### src/rtl/projectile_pkg.sv
// projectile_pkg: shared types and constants for the projectile scheduler.
//   proj_state_e : sweep FSM states (IDLE, MOVE, SPAWN_A, SPAWN_B)
//   proj_slot_t  : one pool slot {active, dir, x, y}
//   DIR_RIGHT / DIR_LEFT : slot direction encoding
//   make_shot()  : builds a freshly spawned, active slot record
package projectile_pkg;

  typedef enum logic [1:0] {
    IDLE    = 2'd0,
    MOVE    = 2'd1,
    SPAWN_A = 2'd2,
    SPAWN_B = 2'd3
  } proj_state_e;

  typedef struct packed {
    logic       active;
    logic       dir;
    logic [9:0] x;
    logic [9:0] y;
  } proj_slot_t;

  localparam logic DIR_RIGHT = 1'b0;
  localparam logic DIR_LEFT  = 1'b1;

  function automatic proj_slot_t make_shot(input logic       dir,
                                           input logic [9:0] x,
                                           input logic [9:0] y);
    proj_slot_t s;
    s.active = 1'b1;
    s.dir    = dir;
    s.x      = x;
    s.y      = y;
    return s;
  endfunction

endpackage

### src/rtl/projectile_scheduler_sync_edge_detect.sv
// sync_edge_detect: 2-flop synchroniser followed by a rising-edge detector.
// Ports:
//   clk   in  destination clock
//   rst_n in  synchronous active-low reset (clears all flops)
//   sig   in  asynchronous level input
//   rise  out one-cycle pulse on each synchronised 0->1 transition
module sync_edge_detect (
  input  logic clk,
  input  logic rst_n,
  input  logic sig,
  output logic rise
);

  logic meta;
  logic sync;
  logic prev;

  always_ff @(posedge clk) begin
    if (!rst_n) begin
      meta <= 1'b0;
      sync <= 1'b0;
      prev <= 1'b0;
    end else begin
      meta <= sig;
      sync <= meta;
      prev <= sync;
    end
  end

  assign rise = sync & ~prev;

endmodule

### src/rtl/projectile_scheduler.sv
// projectile_scheduler: pool of projectile slots for the two-turret scene.
// On each frame tick the FSM walks the pool one slot per cycle (MOVE), then
// offers two spawn cycles (SPAWN_A, SPAWN_B) that place pending fire requests
// into the lowest free slot, with round-robin priority when both sides wait.
// Optional build macro: PROJ_BOUNCE_EN -- projectiles reflect off the screen
// edges instead of retiring.
// Ports:
//   vga_clk     in  sole clock
//   Reset       in  synchronous active-low reset
//   frame_clk   in  asynchronous frame strobe (synchronised internally)
//   fire_l_req  in  left turret fire key level
//   fire_r_req  in  right turret fire key level
//   fire_l_ack  out one-cycle pulse when a left shot is spawned
//   fire_r_ack  out one-cycle pulse when a right shot is spawned
//   slot_active out per-slot live flag
//   slot_dir    out per-slot direction (0 right, 1 left)
//   slot_x      out per-slot left edge, slot i at [i*10 +: 10]
//   slot_y      out per-slot top edge,  slot i at [i*10 +: 10]
//   busy        out high while the FSM is not in IDLE
module projectile_scheduler
  import projectile_pkg::*;
#(
  parameter int unsigned NUM_SLOTS = 4,
  parameter int unsigned SCREEN_W  = 640,
  parameter int unsigned PROJ_W    = 40,
  parameter int unsigned SPEED     = 1,
  parameter int unsigned L_SPAWN_X = 90,
  parameter int unsigned L_SPAWN_Y = 52,
  parameter int unsigned R_SPAWN_X = 510,
  parameter int unsigned R_SPAWN_Y = 430
) (
  input  logic                    vga_clk,
  input  logic                    Reset,
  input  logic                    frame_clk,
  input  logic                    fire_l_req,
  input  logic                    fire_r_req,
  output logic                    fire_l_ack,
  output logic                    fire_r_ack,
  output logic [NUM_SLOTS-1:0]    slot_active,
  output logic [NUM_SLOTS-1:0]    slot_dir,
  output logic [NUM_SLOTS*10-1:0] slot_x,
  output logic [NUM_SLOTS*10-1:0] slot_y,
  output logic                    busy
);

  localparam int unsigned    IDX_W       = (NUM_SLOTS > 1) ? $clog2(NUM_SLOTS) : 1;
  localparam logic [IDX_W-1:0] LAST_IDX  = IDX_W'(NUM_SLOTS - 1);
  localparam logic [10:0]    RIGHT_LIMIT = 11'(SCREEN_W - 1);
  localparam logic [10:0]    LOOKAHEAD   = 11'(PROJ_W + SPEED);
  localparam logic [9:0]     STEP        = 10'(SPEED);
  localparam logic [9:0]     RIGHT_CLAMP = 10'(SCREEN_W - 1 - PROJ_W);

  proj_state_e      state;
  logic [IDX_W-1:0] idx;
  proj_slot_t       slots [NUM_SLOTS];
  logic             pend_l, pend_r, rr;

  logic tick, edge_l, edge_r;

  sync_edge_detect u_frame_sync (
    .clk(vga_clk), .rst_n(Reset), .sig(frame_clk), .rise(tick)
  );
  sync_edge_detect u_fire_l_sync (
    .clk(vga_clk), .rst_n(Reset), .sig(fire_l_req), .rise(edge_l)
  );
  sync_edge_detect u_fire_r_sync (
    .clk(vga_clk), .rst_n(Reset), .sig(fire_r_req), .rise(edge_r)
  );

  // Next value of the slot under the sweep pointer.
  proj_slot_t  cur, nxt;
  logic [10:0] ahead;

  always_comb begin
    cur   = slots[idx];
    nxt   = cur;
    ahead = {1'b0, cur.x} + LOOKAHEAD;
    if (cur.active) begin
      if (cur.dir == DIR_RIGHT) begin
        if (ahead >= RIGHT_LIMIT) begin
`ifdef PROJ_BOUNCE_EN
          nxt.dir = DIR_LEFT;
          nxt.x   = RIGHT_CLAMP;
`else
          nxt.active = 1'b0;
`endif
        end else begin
          nxt.x = cur.x + STEP;
        end
      end else begin
        if (cur.x <= STEP) begin
`ifdef PROJ_BOUNCE_EN
          nxt.dir = DIR_RIGHT;
          nxt.x   = '0;
`else
          nxt.active = 1'b0;
`endif
        end else begin
          nxt.x = cur.x - STEP;
        end
      end
    end
  end

  // Spawn arbitration: lowest free slot, round-robin side when both wait.
  logic             free_found;
  logic [IDX_W-1:0] free_idx;
  logic             both, pick_r, serve;
  proj_slot_t       shot;

  always_comb begin
    free_found = 1'b0;
    free_idx   = '0;
    for (int unsigned i = 0; i < NUM_SLOTS; i++) begin
      if (!slots[i].active && !free_found) begin
        free_found = 1'b1;
        free_idx   = IDX_W'(i);
      end
    end
    both   = pend_l & pend_r;
    pick_r = both ? rr : pend_r;
    serve  = ((state == SPAWN_A) || (state == SPAWN_B)) &&
             (pend_l || pend_r) && free_found;
    shot   = pick_r ? make_shot(DIR_LEFT,  10'(R_SPAWN_X), 10'(R_SPAWN_Y))
                    : make_shot(DIR_RIGHT, 10'(L_SPAWN_X), 10'(L_SPAWN_Y));
  end

  always_ff @(posedge vga_clk) begin
    if (!Reset) begin
      state      <= IDLE;
      idx        <= '0;
      pend_l     <= 1'b0;
      pend_r     <= 1'b0;
      rr         <= 1'b0;
      fire_l_ack <= 1'b0;
      fire_r_ack <= 1'b0;
      for (int unsigned i = 0; i < NUM_SLOTS; i++) begin
        slots[i] <= '0;
      end
    end else begin
      fire_l_ack <= serve & ~pick_r;
      fire_r_ack <= serve &  pick_r;
      // A fresh key edge wins over a same-cycle clear so it is never lost.
      pend_l <= (pend_l & ~(serve & ~pick_r)) | edge_l;
      pend_r <= (pend_r & ~(serve &  pick_r)) | edge_r;
      if (serve) begin
        slots[free_idx] <= shot;
        if (both) begin
          rr <= ~rr;
        end
      end
      case (state)
        IDLE: begin
          if (tick) begin
            state <= MOVE;
            idx   <= '0;
          end
        end
        MOVE: begin
          slots[idx] <= nxt;
          if (idx == LAST_IDX) begin
            state <= SPAWN_A;
          end else begin
            idx <= idx + 1'b1;
          end
        end
        SPAWN_A: state <= SPAWN_B;
        SPAWN_B: state <= IDLE;
        default: state <= IDLE;
      endcase
    end
  end

  always_comb begin
    slot_active = '0;
    slot_dir    = '0;
    slot_x      = '0;
    slot_y      = '0;
    for (int unsigned i = 0; i < NUM_SLOTS; i++) begin
      slot_active[i]      = slots[i].active;
      slot_dir[i]         = slots[i].dir;
      slot_x[i*10 +: 10]  = slots[i].x;
      slot_y[i*10 +: 10]  = slots[i].y;
    end
  end

  assign busy = (state != IDLE);

endmodule

### config.mk
export PLATFORM = sky130hd
export DESIGN_NAME = projectile_scheduler
export DESIGN_NICKNAME = d
export VERILOG_FILES = /design/src/rtl/projectile_pkg.sv /design/src/rtl/projectile_scheduler_sync_edge_detect.sv /design/src/rtl/projectile_scheduler.sv
export SDC_FILE = /design/constraint.sdc
export NUM_CORES = 1
export LEC_CHECK = 0
export CAP_MARGIN = 20
export CORE_MARGIN = 2
export CORE_UTILIZATION = 50
export DETAILED_ROUTE_END_ITERATION = 7
export GPL_ROUTABILITY_DRIVEN = 0
export PLACE_DENSITY = 0.85
export REMOVE_ABC_BUFFERS = 1
export SETUP_SLACK_MARGIN = 0.1
export SLEW_MARGIN = 5
export SYNTH_ARGS = -nofsm -noshare
export SYNTH_HDL_FRONTEND = slang
export SYNTH_SLANG_ARGS = --single-unit
export TNS_END_PERCENT = 10
### constraint.sdc
create_clock -name vga_clk -period 4.9 [get_ports vga_clk]
set_input_delay 1.225 -clock vga_clk [delete_from_list [all_inputs] [get_ports vga_clk]]
set_output_delay 1.225 -clock vga_clk [all_outputs]
set_load 0.02 [all_outputs]
==> results.txt <==
The flow ran to the end, and the final reports show no timing, DRC or antenna violations. Count of standard-cell rows: 38. Number of gates given a new drive strength after cts: 0. The run gives 0 as the residual DRC count. Buffers inserted to repair hold after CTS numbered 0.

The critical path goes through mux4_2, ha_1, a21oi_2, nor2b_1, or4_4, a22oi_1, o21ai_1, a41oi_1, a21oi_1. The floorplan step defined a core boundary enclosing 10800 sq um. In this run the static leakage power is 2.45 nW. A synthesized cell averages 11.3 sq um. The largest net degree at the start of global routing was 26; the portion of the post-synthesis area used by sequential elements was 55.0%. The via count of the first global-routing pass was 4266. In this run the tightest slew margin relative to its limit is 30.1%. The share of synthesized cell area in full adder, half adder and majority cells came out at 2.26%. The total number of H-tree levels is 3.

In the layout the commonest cells are clkdlybuf4s50_1, edfxtp_1, nor2_1. After global routing the overflow that remains totals 0. The cell family contributing the most delay on the critical path is compound AO/OA/AOI/OAI gates.

For the count of cell types in the netlist, the log shows 63. The total of buffers placed on input and output ports came out at 95. The tree is rooted in a clkbuf_8.

The run gives 854 as the total of fill cells in the finished design. The initial antenna violation count is 0. The largest registers in the layout are slots x88, idx x2, state x2. Later-pin clock latency in the skew report: 370 ps. The total count of hold-check failures in the final report is 0, and the clock period minus final worst setup slack is 4050 ps.

The number of flip-flops under the largest register name is 88, and the core utilization of the finished layout is 63.0%. Post-CTS timing repair inserted 0 buffers for setup. The largest family of logic cells by synthesized area was simple AND/OR/NAND/NOR gates. Setup slack of the critical path after layout: 854 ps. The height of the chip is 109 um, and the die outline width is 109 um. At the worst endpoint, the arrival time is 4160 ps. The first TritonRoute pass finished after 5 iterations. The tools report the clock skew as 7.26 ps. The run gives 0 as the number of pins exceeding their max-slew limit in the final report.

The commonest non-fill, non-tap cell in the layout is clkdlybuf4s50_1. Global-route wire length before repair: 22.3 mm. The slowest stage cell on the critical path is dfxtp_1. 0 antenna diodes ended up in the layout. The worst setup slack after placement is 933 ps, and the total track usage is 24.8%.

The most used flip-flop cell after synthesis is edfxtp_1. The number of nets with antenna violations after routing was 0; the via-per-instance ratio was 6.17. The tool flagged a number of max-cap violations equal to 0. Dividing total power by cell area gives a power density of 438 nW/um^2. Setup violations remaining at the end of the flow were counted as 0. In this run the most critical hold path is launched from u_fire_r_sync.meta$_SDFF_PN0_.

The worst setup path is launched from a register. Summing over every cut layer, the via total after detailed routing is 4455. Data on the critical path is required at its endpoint by 5010 ps. The portion of synthesized area spent on multiplexers is 10.7%. During synthesis, Yosys emitted a total of 0 warnings. The worst setup path is of the reg -> reg kind. The longest clock path from root to sink contains 2 buffers.

The detailed router finished its first iteration with 503 violations. Type of the worst min-delay path: reg -> reg. Based on the critical path, the design can be clocked at up to 0.247 GHz. Clock-pin slew was measured on the worst setup and hold paths at 100 ps. Pin placement for this block handled 96 I/O pins. The synthesized design contains 108 register bits.

The synthesized-area fraction occupied by xor and xnor cells works out to 0.791%. Summed over all failing endpoints, the final setup total negative slack is 0 ps. TritonCTS built the clock tree. The tools report the detailed placement HPWL as 9.70 mm. The worst setup path is captured at a register.

The count of flip-flops with a built-in enable after synthesis is 88. Wires add up to 14.6 mm. The effective utilization at floorplan was 51.1%. Setup repair after global routing left no endpoint under its margin. The wire length per cell works out to 20.3 um.

Ranked by flip-flop count, first place goes to slots. The die covers 11900 sq um. Peak per-stage delay on the critical path: 880 ps. Of the total synthesized cell area, the portion taken by AND, OR, NAND and NOR gates is 15.4%. The synthesized-area fraction occupied by ao, oa, aoi and oai cells was 11.2%; the final critical-path share of the clock period was 82.6%. Gate count of the mapped netlist: 490.

IR analysis of the VDD net gives a maximum drop of 0.000256 V. The post-synthesis async set-or-reset flop share works out to 0%. Compared with the post-synthesis result, the final layout area differs by 23.4%.

After the last flow step, the layout net total stands at 592. The critical-path maximum fanout is 14. The cell area that synthesis handed to floorplanning was 5530 sq um. Clock tree synthesis inserted a total of 9 buffers. The total clock sinks is 108, and the sum of buffers and inverters on the critical path is 0.

For the pin with the worst max-slew slack, the measured transition is 1050 ps. Of the cells placed in the final design, the portion with a size suffix greater than 1 is 10.5%.
[cell usage after synthesis, drive strengths merged (4+ instances only)]
cell type,n,area [sq um]
nor3,13,65.1
clkbuf,21,78.8
nor4,4,31.3
nor2,77,289
a21oi,36,184
buf,10,70.1
o31ai,4,30.0
mux2i,8,80.1
nand3,12,60.1
mux4,21,480
a211oi,7,52.6
dfxtp,20,400
and2,13,81.3
a31oi,9,56.3
nand2b,6,37.5
edfxtp,88,2640
ha,10,125
nand4,4,25.0
o22ai,4,25.0
o21ai,12,60.1
inv,27,101
nor2b,5,31.3
or2,4,25.0
nand2,30,113
[kinds of logic (layout without fill, tap and decap cells)]
| group | after synthesis | count (layout) |
|---|---|---|
| xor+xnor | 5 | 5 |
| mux | 32 | 32 |
| fa+ha+maj | 10 | 10 |
| simple gates | 181 | 181 |
| compound gates | 95 | 95 |
| buf+inv | 59 | 151 |
| flops | 108 | 108 |
[final cells by class]
class | count | area, sq um | area share, %
flip-flops and latches | 108 | 3040 | 44.6
clock inverters | 7 | 98.8 | 1.45
clock buffers | 9 | 124 | 1.81
well taps | 140 | 175 | 2.56
repair buffers | 107 | 1040 | 15.2
inverters | 28 | 105 | 1.54
multi-input cells | 323 | 2240 | 32.8
[routing by layer]
metal | part of all wire [%] | global-route usage [%]
met5 | 0 | 0
met4 | 3.0 | 10.7
met3 | 9.3 | 3.59
met2 | 49 | 41.1
met1 | 38 | 32.8
[per-stage QoR]
step,instances,area (sq um),hold slack [ps],power (W)
2_1_floorplan,459,5390,412,0.00190
3_3_place_gp,705,6600,419,0.00236
3_5_place_dp,705,6600,421,0.00239
4_1_cts,721,6820,445,0.00298
5_1_grt,722,6830,475,0.00310
6_report,722,6830,441,0.00299
[worst paths after layout]
kind / depth (start not counted) / endpoint / slack, ps
setup reg to reg: 9 / slots[1][13]$_SDFFCE_PN0P_ / 850
hold / removal: 1 / u_fire_r_sync.sync$_SDFF_PN0_ / 440
hold reg to reg: 1 / u_fire_r_sync.sync$_SDFF_PN0_ / 440
setup / recovery: 9 / slots[1][13]$_SDFFCE_PN0P_ / 850
[where the power goes]
group | switching [W] | leakage [nW] | internal [W]
logic | 0.000649 | 1.27 | 0.000439
clock network | 0.000312 | 0.105 | 0.000291
registers | 0.000119 | 1.08 | 0.00118
[worst reg2reg max path, delay by kind of cell, from the launching register on]
| kind | cells | cell delay [ps] |
|---|---|---|
| simple gates | 2 | 600 |
| flops | 1 | 880 |
| compound gates | 5 | 1410 |
| fa+ha+maj | 1 | 370 |
| mux | 1 | 540 |
No activity file was read; power rests on OpenSTA's default activity.
